$ cat config.mk
export PLATFORM = sky130hd
export DESIGN_NAME = bcd_seq_ctrl
export DESIGN_NICKNAME = d
export VERILOG_FILES = /design/src/rtl/bcd_seq_ctrl.sv
export SDC_FILE = /design/constraint.sdc
export NUM_CORES = 1
export LEC_CHECK = 0
export CAP_MARGIN = 0
export CORE_AREA = 2 2 82 84
export DETAILED_ROUTE_END_ITERATION = 8
export DIE_AREA = 0 0 84 86
export SYNTH_ARGS = -nofsm -noshare
export SYNTH_HDL_FRONTEND = slang
export SYNTH_SLANG_ARGS = --single-unit
$ cat constraint.sdc
create_clock -name clk -period 1.9 [get_ports clk]
set_input_delay 0.475 -clock clk [delete_from_list [all_inputs] [get_ports clk]]
set_output_delay 0.475 -clock clk [all_outputs]
set_load 0.02 [all_outputs]
$ cat src/rtl/bcd_seq_ctrl.sv
// ----------------------------------------------------------------------------
// bcd_seq_ctrl
// Sequential binary-to-BCD converter using the iterative double-dabble method.
// One shift step is performed per clock, so a conversion takes N_in SHIFT
// cycles plus one DONE cycle. Values above 9999 saturate to 9999 and set ovf.
//
// Optional feature:
//   BCD_SEQ_BLANK_EN - when defined, blank is computed as a leading-zero mask
//                      at the end of each conversion; otherwise blank is 0.
//
// Ports:
//   clk      in   single clock, rising edge
//   rst_n    in   asynchronous active-low reset
//   start    in   conversion request, honoured only in IDLE
//   bin_in   in   [N_in] binary value captured on the accepted start
//   busy     out  high while in SHIFT or DONE
//   done     out  one-cycle pulse when new digits are presented
//   dig_un   out  [4] BCD units
//   dig_de   out  [4] BCD tens
//   dig_ce   out  [4] BCD hundreds
//   dig_mi   out  [4] BCD thousands
//   ovf      out  captured value exceeded 9999
//   blank    out  [4] leading-zero mask, bit0 units .. bit3 thousands, 1 = off
// ----------------------------------------------------------------------------
module bcd_seq_ctrl #(
    parameter int unsigned N_in = 10
) (
    input  logic            clk,
    input  logic            rst_n,
    input  logic            start,
    input  logic [N_in-1:0] bin_in,
    output logic            busy,
    output logic            done,
    output logic [3:0]      dig_un,
    output logic [3:0]      dig_de,
    output logic [3:0]      dig_ce,
    output logic [3:0]      dig_mi,
    output logic            ovf,
    output logic [3:0]      blank
);

    localparam int unsigned CNT_W   = $clog2(N_in + 1);
    localparam int unsigned ACC_W   = 16;
    localparam int unsigned BCD_MAX = 9999;

    typedef enum logic [1:0] {
        IDLE  = 2'd0,
        SHIFT = 2'd1,
        DONE  = 2'd2
    } state_e;

    state_e             state_q, state_d;
    logic [CNT_W-1:0]   cnt_q, cnt_d;
    logic [N_in-1:0]    sh_q, sh_d;
    logic [ACC_W-1:0]   acc_q, acc_d;
    logic               ovf_pend_q, ovf_pend_d;
    logic               busy_q, busy_d;
    logic               done_q, done_d;
    logic               ovf_q, ovf_d;
    logic [ACC_W-1:0]   dig_q, dig_d;
    logic [ACC_W-1:0]   acc_adj;
    logic [ACC_W-1:0]   acc_step;

    // Double-dabble correction: add 3 to each nibble >= 5 before shifting.
    always_comb begin
        logic [3:0] nib;
        acc_adj = acc_q;
        nib     = 4'd0;
        for (int i = 0; i < 4; i++) begin
            nib = acc_q[4*i +: 4];
            if (nib >= 4'd5) begin
                acc_adj[4*i +: 4] = nib + 4'd3;
            end
        end
    end

    // Shift the corrected accumulator left, pulling in the binary MSB.
    assign acc_step = (acc_adj << 1) | ACC_W'(sh_q[N_in-1]);

`ifdef BCD_SEQ_BLANK_EN
    logic [3:0] blank_q, blank_d;
`endif

    // Next-state and output logic.
    always_comb begin
        state_d    = state_q;
        cnt_d      = cnt_q;
        sh_d       = sh_q;
        acc_d      = acc_q;
        ovf_pend_d = ovf_pend_q;
        dig_d      = dig_q;
        ovf_d      = ovf_q;
`ifdef BCD_SEQ_BLANK_EN
        blank_d    = blank_q;
`endif

        case (state_q)
            IDLE: begin
                if (start) begin
                    sh_d       = bin_in;
                    acc_d      = '0;
                    cnt_d      = CNT_W'(N_in);
                    ovf_pend_d = (32'(bin_in) > 32'(BCD_MAX));
                    state_d    = SHIFT;
                end
            end
            SHIFT: begin
                sh_d  = sh_q << 1;
                acc_d = acc_step;
                cnt_d = cnt_q - CNT_W'(1);
                // Digits are loaded on the final shift edge so they are valid
                // during the DONE cycle alongside the done pulse.
                if (cnt_q == CNT_W'(1)) begin
                    state_d = DONE;
                    dig_d   = ovf_pend_q ? 16'h9999 : acc_step;
                    ovf_d   = ovf_pend_q;
`ifdef BCD_SEQ_BLANK_EN
                    blank_d = {dig_d[15:12] == 4'd0,
                               dig_d[15:8]  == 8'd0,
                               dig_d[15:4]  == 12'd0,
                               1'b0};
`endif
                end
            end
            DONE: begin
                state_d = IDLE;
            end
            default: begin
                state_d = IDLE;
            end
        endcase

        busy_d = (state_d != IDLE);
        done_d = (state_d == DONE);
    end

    // State and output registers.
    always_ff @(posedge clk or negedge rst_n) begin
        if (!rst_n) begin
            state_q    <= IDLE;
            cnt_q      <= '0;
            sh_q       <= '0;
            acc_q      <= '0;
            ovf_pend_q <= 1'b0;
            busy_q     <= 1'b0;
            done_q     <= 1'b0;
            ovf_q      <= 1'b0;
            dig_q      <= '0;
        end else begin
            state_q    <= state_d;
            cnt_q      <= cnt_d;
            sh_q       <= sh_d;
            acc_q      <= acc_d;
            ovf_pend_q <= ovf_pend_d;
            busy_q     <= busy_d;
            done_q     <= done_d;
            ovf_q      <= ovf_d;
            dig_q      <= dig_d;
        end
    end

`ifdef BCD_SEQ_BLANK_EN
    // Leading-zero mask register.
    always_ff @(posedge clk or negedge rst_n) begin
        if (!rst_n) begin
            blank_q <= 4'b0000;
        end else begin
            blank_q <= blank_d;
        end
    end
    assign blank = blank_q;
`else
    assign blank = 4'b0000;
`endif

    assign busy   = busy_q;
    assign done   = done_q;
    assign ovf    = ovf_q;
    assign dig_un = dig_q[3:0];
    assign dig_de = dig_q[7:4];
    assign dig_ce = dig_q[11:8];
    assign dig_mi = dig_q[15:12];

endmodule

# Word level (Yosys, flattened, before mapping)

Index checks and enable logic that the tools add are counted.
Widths: inputs -> output; s select.

$add $sub $neg: 5
Multiply operators: 0
Divide/modulo/power cells: 0
Magnitude comparators: 4
Equal/unequal tests: 4
Shift operators: 0
Multiplexer cells: 13
Bitwise gates (word level): 1
Reductions and logical operators: 5

Operators by type and width:

| cell                | number |
|---|---|
| $pmux 16 s2         | 1 |
| $pmux 10 s2         | 1 |
| $ge 4x3->1 const B  | 4 |
| $mux 16             | 1 |
| $mux 4              | 4 |
| $or 16x1->16        | 1 |
| $add 4x2->4 const B | 3 |
| $mux 10             | 1 |
| $pmux 4 s2          | 1 |
| $eq 4x1->1 const B  | 1 |
| $mux 2              | 2 |
| $pmux 2 s2          | 1 |
| $reduce_and 2->1    | 2 |
| $reduce_bool 2->1   | 2 |
| $sub 4x1->4 const B | 1 |
| $add 3x2->3 const B | 1 |
| $mux 3              | 1 |
| $eq 2x1->1 const B  | 1 |
| $eq 2x2->1 const B  | 1 |
| $logic_not 2->1     | 1 |
| $ne 2x2->1 const B  | 1 |

Flip-flop bits (word level): 50
Bits in latches: 0
Memory bits (writable): 0
Memory bits (read-only): 0
Input bits: 13
Output and inout port bits: 23
Logic and storage cells: 39
Memories: 0

# Depth between registers and ports, before layout

Depth in word-level cells: 4
Mapped depth: 7
Depth with buffers taken out: 6

# Worst setup path after synthesis

OpenSTA, ideal clock, no wires.

Kind: reg2reg
Start point: reg acc_q[8]
End point: reg acc_q[10]
Setup time: 0.083 ns
Arrival: 1.429 ns
Required time: 1.817 ns
Slack: 0.388 ns
Stages on the path, launching flop included: 7
Path buffers: 0
Period minus slack after synthesis: 1.512 ns
Cell sequence: dfrtp_1 > inv_1 > ha_1 > nand2b_1 > a21oi_1 > mux2_2 > o21ai_0

Longest elaborated chain between the ends: 4
Elaborated cells on any way between the ends: 5
Those cells by class: add/sub (1); order compare (1); mux (2); bitwise (1)

Ends and longest elaborated chain:

| item                                             | RTL line | RTL |
|---|---|---|
| start: declaration                               | 55       | `logic [ACC_W-1:0] acc_q, acc_d;` |
| start signal: assignment                         | 143      | `acc_q <= '0;` |
| start signal: assignment                         | 153      | `acc_q <= acc_d;` |
| $add 4x2->4 / $ge 4x3->1 (equally long branches) | 72, 71   |  |
| $mux 4 (*)                                       | 71       | `if (nib >= 4'd5) begin` |
| $or 16x1->16 (*)                                 | 78       | `assign acc_step = (acc_adj << 1) \| ACC_W'(sh_q[N_in-1]);` |
| $pmux 16 s2 (*)                                  | 97       | `case (state_q)` |

Every way passes the cells marked *; elsewhere a longest branch is shown, timed or not.
A chain may end at the register's enable or synchronous reset.

# Worst setup path after layout

Start point: reg dig_q[3]
End point: out dig_un[3]

RTL lines:

| item                     | RTL line | RTL |
|---|---|---|
| start: declaration       | 60       | `logic [ACC_W-1:0] dig_q, dig_d;` |
| start signal: assignment | 158      | `dig_q <= dig_d;` |
| end: declaration         | 34       | `output logic [3:0] dig_un,` |

No word-level cell between the ends.

==> summary by stage <==
Worst setup path
The number of buffers and inverters on the critical path is 1. Traced cell by cell, the critical path runs through clkdlybuf4s50_1. For the worst setup path, the data arrival time is about 1300 ps. For this design, the slowest cell found on the critical path is clkdlybuf4s50_1. The type of the worst setup path is reg -> out. The worst setup path is launched from a register. Along the worst path, the maximum fanout reaches 2. At the worst endpoint, the required time is 1420 ps. The critical path's top delay family is buffers and inverters.

On the worst path, the slowest cell contributes a delay of between 600 and 700 ps. The kind of capture point of the worst setup path is an output port.

Floorplanning
The die footprint is 7224 µm². Measured along the y axis, the die boundary spans 86 µm. From left edge to right edge, the die measures 84 µm. The floorplan step defined a core boundary enclosing 6277 µm².

The starting utilization of the core area is 39.35%. The number of top-level pins is 36. The number of standard-cell rows in the floorplan is 29.

STA
Dividing the final minimum period by the clock period gives a little over nine tenths. The fmax is 0.5607 GHz. The setup TNS is 0 ps. Setup repair after global routing left no endpoint under its margin. The setup clock skew after layout is 12.48 ps. The time the final worst path needs with I/O delays and setup is 1784 ps. The worst pin sits at a relative slew slack of 65.07%. The total of endpoints with negative setup slack in the final report is 0. The final hold slack is about 150 ps.

The actual slew at the worst max-slew pin is 523.9 ps. The number of slew-limit violations in the final report is 0. The number of hold-slack violations in the final timing report is 0.

Placed design
The last weighted congestion value of the routability-driven placer is 0.7329. The estimated wirelength of the detail-placed design is 3464 µm. Once placement completed, the tool counted placed cells totaling 351. The number of I/O port buffers is 30.

Drt
The number of DRC violations after detailed-routing iteration 0 is 46. The first-pass iteration count of the detailed router is 4. Once detail routing completed, the nets flagged for antenna violations numbered 0. The final layout contains routed wiring with a total length of 5012 µm. Across all layers, the routed design uses 1828 vias. The per-cell via count in the routed design is 5.092.

Dividing the detail-routed wire length by the instance count gives 13.96 µm. The post-route DRC violation count is 0.

Pwr
VDD sags by at most between 700 and 800 µV. The total power divided by cell area is 1687 nW/µm². In this run the static leakage power is 1.326 nW.

Total power for the finished layout comes to 5.103 mW.

Layout
The filler cells instantiated in the layout total slightly below 600. Measured on the finished design, the core utilization comes to 48.20%. The number of non-filler instances in the completed layout is ~360. The net count of the finished layout is just over 300. The repair_antennas step left the layout with diodes totalling 0. Of the cells placed in the final design, the portion with a size suffix greater than 1 is 15.96%. The area growth from synthesis to layout is 22.49%.

Global routing
Across every metal layer, demand over resource in global routing totals 14.59%. The via count of the first global-routing pass is around 1800. The initial antenna violation count was 0.

The largest net degree at the start of global routing is 51. The first-pass GRT wire length is 8569 µm. After global routing the overflow that remains totals 0.

Synth
The average footprint of a synthesized cell is slightly above 10 µm². The post-synthesis async set-or-reset flop share is between 90% and 100%. The proportion of netlist area held by the largest area contributor is between 50% and 60%. In the synthesized netlist, the number of instances is 242. By area the synthesized netlist is led by dfrtp_1 (51%), o21ai_0 (6.1%), ha_1 (5.1%). The distinct cell type count of the synthesized netlist is 32. The synthesized design contains 0 enable-type register cells. The largest total area in the synthesized netlist belongs to dfrtp_1. Among all flip-flop cells after synthesis, the most frequent one is dfrtp_1. During synthesis, Yosys emitted a total of 0 warnings. The part of the Yosys area used for sequential elements is 50.66%.

The netlist area before placement is 2470 µm². The count of state elements after synthesis is 50.

CTS
The CTS tree is done. The total number of H-tree levels is 2. The number of setup buffers added after CTS is 0. The maximum count of clock buffers along a single path is 2.

At the later pin of the worst-skew pair, clock insertion delay measures 300 ps. The hold buffer count at CTS is 0. The clock net sink count is 50.

The tree is rooted in a clkbuf_8. Counting the buffers created by CTS gives 5. Post-CTS repair changed the size of 0 cells.

Clock-pin slew was measured on the worst setup and hold paths at about 100 ps.

Hold path
The tightest min-delay check is of the in -> async type.

Job
Max-cap violations in this run came to 0.

Status
The flow ran to the end, and the final reports show no timing, DRC or antenna violations.
-- sequential cells by signal (all words and copies together), names as in the netlist --
signal and flops:
state_q 2, sh_q 10, busy 1, cnt_q 4
done 1, acc_q 16, dig_q 16
-- power by group --
part,total (mW),switching (mW),internal [mW]
Combinational,2.38,1.29,1.09
Sequential,1.82,0.316,1.50
Clock,0.898,0.371,0.528
-- final timing paths --
path | startpoint | to | slack, ps | cells past startpoint
worst max-delay path | dig_q[3] | dig_un[3] | 120 | 1
worst min register to register | dig_q[14] | dig_q[14] | 490 | 2
max in group asynchronous | rst_n | acc_q[14] | 1520 | 2
min in group clk | dig_q[14] | dig_q[14] | 490 | 2
worst max register to register | acc_q[4] | acc_q[6] | 160 | 6
worst min-delay path | rst_n | sh_q[3] | 150 | 2
-- area by class of cell --
class / instances / area (µm²) / share of cell area, %
clock inverters: 3 / 68.82 / 2.275
clock buffers: 5 / 68.82 / 2.275
flip-flops and latches: 50 / 1251 / 41.36
multi-input cells: 167 / 1076 / 35.57
inverters: 13 / 51.30 / 1.696
repair buffers: 44 / 412.9 / 13.65
well taps: 77 / 96.34 / 3.184
-- cell families (layout without fill, tap and decap cells) --
family                     count (synthesis)  count (layout)  share of synthesized area [%]
adders and majority gates                 10              10                          5.066
muxes                                      6               6                          3.039
AOI/OAI and AO/OA                         84              84                          20.06
DFF                                       50              50                          50.66
xor gates and xnor gates                   4               4                          1.418
and+or+nand+nor                           58              58                          13.22
other                                      1               5                         0.1518
buffers and inverters                     29              65                          6.383
-- Yosys cell counts (2+ instances only) --
cell / instances
a21oi_1: 23
a22oi_1: 10
a31oi_1: 4
buf_2: 4
buf_4: 7
buf_6: 2
clkbuf_1: 3
dfrtp_1: 50
ha_1: 10
inv_1: 11
mux2_2: 4
mux2_4: 2
nand2_1: 22
nand2b_1: 5
nor2_1: 3
nor2b_1: 12
nor3_1: 5
nor3b_1: 3
o21ai_0: 30
o21ai_2: 9
o22ai_1: 6
or3b_2: 4
xnor2_1: 4
-- layer usage --
metal / vias up / routed length (µm) / GRT usage (%)
li1: 911 / - / -
met1: 871 / 2497 / 19.90
met2: 43 / 2275 / 23.71
met3: 3 / 223 / 3.754
met4: 0 / 16 / 3.079
met5: - / 0 / 0
-- placed cells by master (no fill, tap or decap), types with 3 or more instances in the layout --
master           Yosys  routed
nand2_1             22      22
nor3b_1              3       3
clkbuf_8             0       5
a31oi_1              4       4
o22ai_1              6       6
buf_4                7      13
dfrtp_1             50      50
a21oi_1             23      23
o21ai_0             30      30
nor2_1               3       3
o21ai_2              9       9
or3b_2               4       4
conb_1               1       5
nor3_1               5       5
nor2b_1             12      12
mux2_2               4       4
nand2b_1             5       5
a22oi_1             10      10
xnor2_1              4       4
inv_1               11      11
clkdlybuf4s50_1      0      29
ha_1                10      10
-- metrics by stage --
stage / setup slack, ps / instance area, µm²
final: 116.4 / 3025
after global routing: 9.857 / 3025
after CTS: 101.2 / 3025
after detailed placement: 69.59 / 2888
after global placement: 88.02 / 2888
after floorplan: 388.3 / 2485
No activity file was read; power rests on OpenSTA's default activity.
==> edit (same flow settings) <==
The output `busy` loses its register stage (`busy_q` becomes a continuous assignment).
--- a/src/rtl/bcd_seq_ctrl.sv
+++ b/src/rtl/bcd_seq_ctrl.sv
@@ -142,7 +142,6 @@
             sh_q       <= '0;
             acc_q      <= '0;
             ovf_pend_q <= 1'b0;
-            busy_q     <= 1'b0;
             done_q     <= 1'b0;
             ovf_q      <= 1'b0;
             dig_q      <= '0;
@@ -152,12 +151,13 @@
             sh_q       <= sh_d;
             acc_q      <= acc_d;
             ovf_pend_q <= ovf_pend_d;
-            busy_q     <= busy_d;
             done_q     <= done_d;
             ovf_q      <= ovf_d;
             dig_q      <= dig_d;
         end
     end
+
+    assign busy_q = busy_d;
 
 `ifdef BCD_SEQ_BLANK_EN
     // Leading-zero mask register.
Formal check against the unedited RTL: not equivalent (Yosys sat finds a counterexample within 4 cycles, from zero or initial values and one cycle with rst_n low).
==> edit against the original RTL <==
Cell area shrank 2.0%; setup slack gained 11 ps; synthesized cell count shrank 0.41%; via count shrank 0.88%; global-route usage grew 0.38 points; largest power group unchanged; largest cell class unchanged; power shrank 4.3%; synthesized area shrank 1.0%; clock skew shrank 6.6 ps; sequential cell count shrank 1; wire length shrank 1.0%.
==> edit: results (changes against the original RTL) <==
Routing
  – Drt pass-1 iters: 4 (unchanged)
  – Avg WL per Cell: 13.9 um (-0.16%)
  – Initial DRC Count: 92 (+100%)
  – Avg Vias per Cell: 5.09 (about the same)

Critical path
  – FF-to-FF End: acc_q[2]
  – Worst R2R Start: acc_q[0]
  – Reg2reg setup slack: 220 ps (+60 ps)
  – FF-to-FF path depth: 6 (unchanged)
  – Critical-path top delay cell: clkdlybuf4s50_1
  – Critical Path Max Stage Delay: roughly 640 ps

Cells and area
  – NonClk Buf Share: 0.133 (-0.00356)
  – Fillers: 602 (+2.6%)
  – FF+latch count: 49 (-2.0%)
  – Fin nets: 301 (-0.99%)
  – Clock buffers: 6 (+1)
  – Ant. Diodes: 0 (unchanged)
  – Invs w/o clock: 13 (unchanged)
  – Nonclk buf count: 42 (-4.5%)
  – Biggest Area Class: flip-flops and latches
  – Multi-input gate share of total cell area: 0.363 (+0.00720)
  – Multi-input gates: 167 (unchanged)
  – Seq/total area: 0.414 (about the same)
  – Share of post-route cells with drive strength above 1: 0.161 (+0.00172)
  – Clk tree area frac: 0.0405 (-0.00499)
  – Top flop regs: acc_q: 16 flops, dig_q: 16 flops, sh_q: 10 flops

Synthesis
  – Seq/Total Area, Yosys: 0.502 (-0.00505)
  – Synth Area in Adders: 0.0512 (+0.000519)
  – Main synth FF type: dfrtp_1
  – Mux share of post-synthesis cell area: 0.0307 (+0.000311)
  – Most instantiated cells after synthesis: dfrtp_1 (49), o21ai_0 (30), a21oi_1 (23)
  – Post-synthesis compound-gate area fraction: 0.203 (+0.00205)
  – Yosys warnings: 0 (unchanged)
  – XOR/XNOR share of the synthesized area: 0.0143 (+0.000145)
  – Async S/R FF share, synth: 1.00 (unchanged)
  – Top post-synthesis cells by area: dfrtp_1 (50%), o21ai_0 (6.1%), ha_1 (5.1%)

Place
  – IO buf count: 30 (unchanged)
  – Post-DP HPWL: 3400 um (-1.8%)
  – Gpl congestion: 0.797 (+8.8%)

Timing
  – Slew Limit Headroom: 0.627 (-0.0242)
  – Worst Hold Margin: 154 ps (+4.78 ps)
  – Clock Skew: 5.85 ps (-6.63 ps)

GRT
  – First-pass GRT wire length: 8780 um (+2.5%)
  – GRT Overall Usage: 0.150 (+0.00378)
  – Met1 Track Usage GR: 0.213 (+0.0142)
  – Routing usage on met3: 0.0385 (+0.000962)
  – GRT met2 Usage: 0.233 (-0.00436)
  – Largest net degree at the start of global routing: 24 (-53%)

Pwr
  – Internal power: 2960 uW (-5.2%)
  – Worst vdd ir: 722 uV (-3.7%)
  – Static Leak: 0.00130 uW (-2.1%)

Clock tree
  – CTS buffer count: 5 (unchanged)
  – Worst skew pair latency: 300 ps (about the same)
  – CTS H-tree depth: 2 (unchanged)

Outcome
  – Outcome: completed
-- edit: logic make-up (layout without fill, tap and decap cells) --
group,after synthesis,in the layout
AOI/OAI and AO/OA,84,84
and+or+nand+nor,58,58
DFF,49,49
buffers and inverters,29,63
adders and majority gates,10,10
muxes,6,6
xor gates and xnor gates,4,4
other,1,5
-- edit: layer usage --
layer / part of all wire / wire (um) / vias to the layer above
li1: - / - / 905
met1: 0.50 / 2460 / 870
met2: 0.46 / 2280 / 33
met3: 0.038 / 189 / 4
met4: 0.0052 / 26 / 0
met5: 0 / 0 / -
-- edit: timing repair --
| action | in CTS | in global routing |
|---|---|---|
| setup buffers | 0 | 0 |
| gates resized for setup | 7 | 0 |
| endpoints found under the setup margin | 1 | 0 |
| hold buffers | 0 | 0 |
-- edit: worst max-delay path by stage --
stage               slack (ps)         to  cells past startpoint      start
floorplan                  390  acc_q[10]                      6   acc_q[8]
global placement          -540       busy                      5      start
detailed placement        -520       busy                      5      start
CTS                        120  dig_mi[1]                      1  dig_q[13]
global route                30  acc_q[14]                      6  acc_q[12]
finish                     130  dig_ce[3]                      1  dig_q[11]
-- edit: power groups by stage --
stage | Combinational [uW] | Clock, uW | Sequential, uW
after global routing | 2650 | 854 | 1850
after detailed placement | 2360 | 0 | 1790
final | 2340 | 771 | 1780
after CTS | 2370 | 801 | 1780
after global placement | 2300 | 0 | 1790
after floorplan | 1470 | 0 | 1930
-- edit: per-stage QoR --
stage / instance area [um2] / power (uW) / instances / util / setup slack [ps]
CTS: 2970 / 4950 / 356 / 0.472 / 116
global route: 2970 / 5350 / 356 / 0.472 / 31.7
floorplan: 2460 / 3400 / 245 / - / 388
global placement: 2850 / 4090 / 348 / 0.454 / -539
detailed placement: 2850 / 4150 / 348 / 0.454 / -521
finish: 2970 / 4890 / 356 / 0.472 / 127
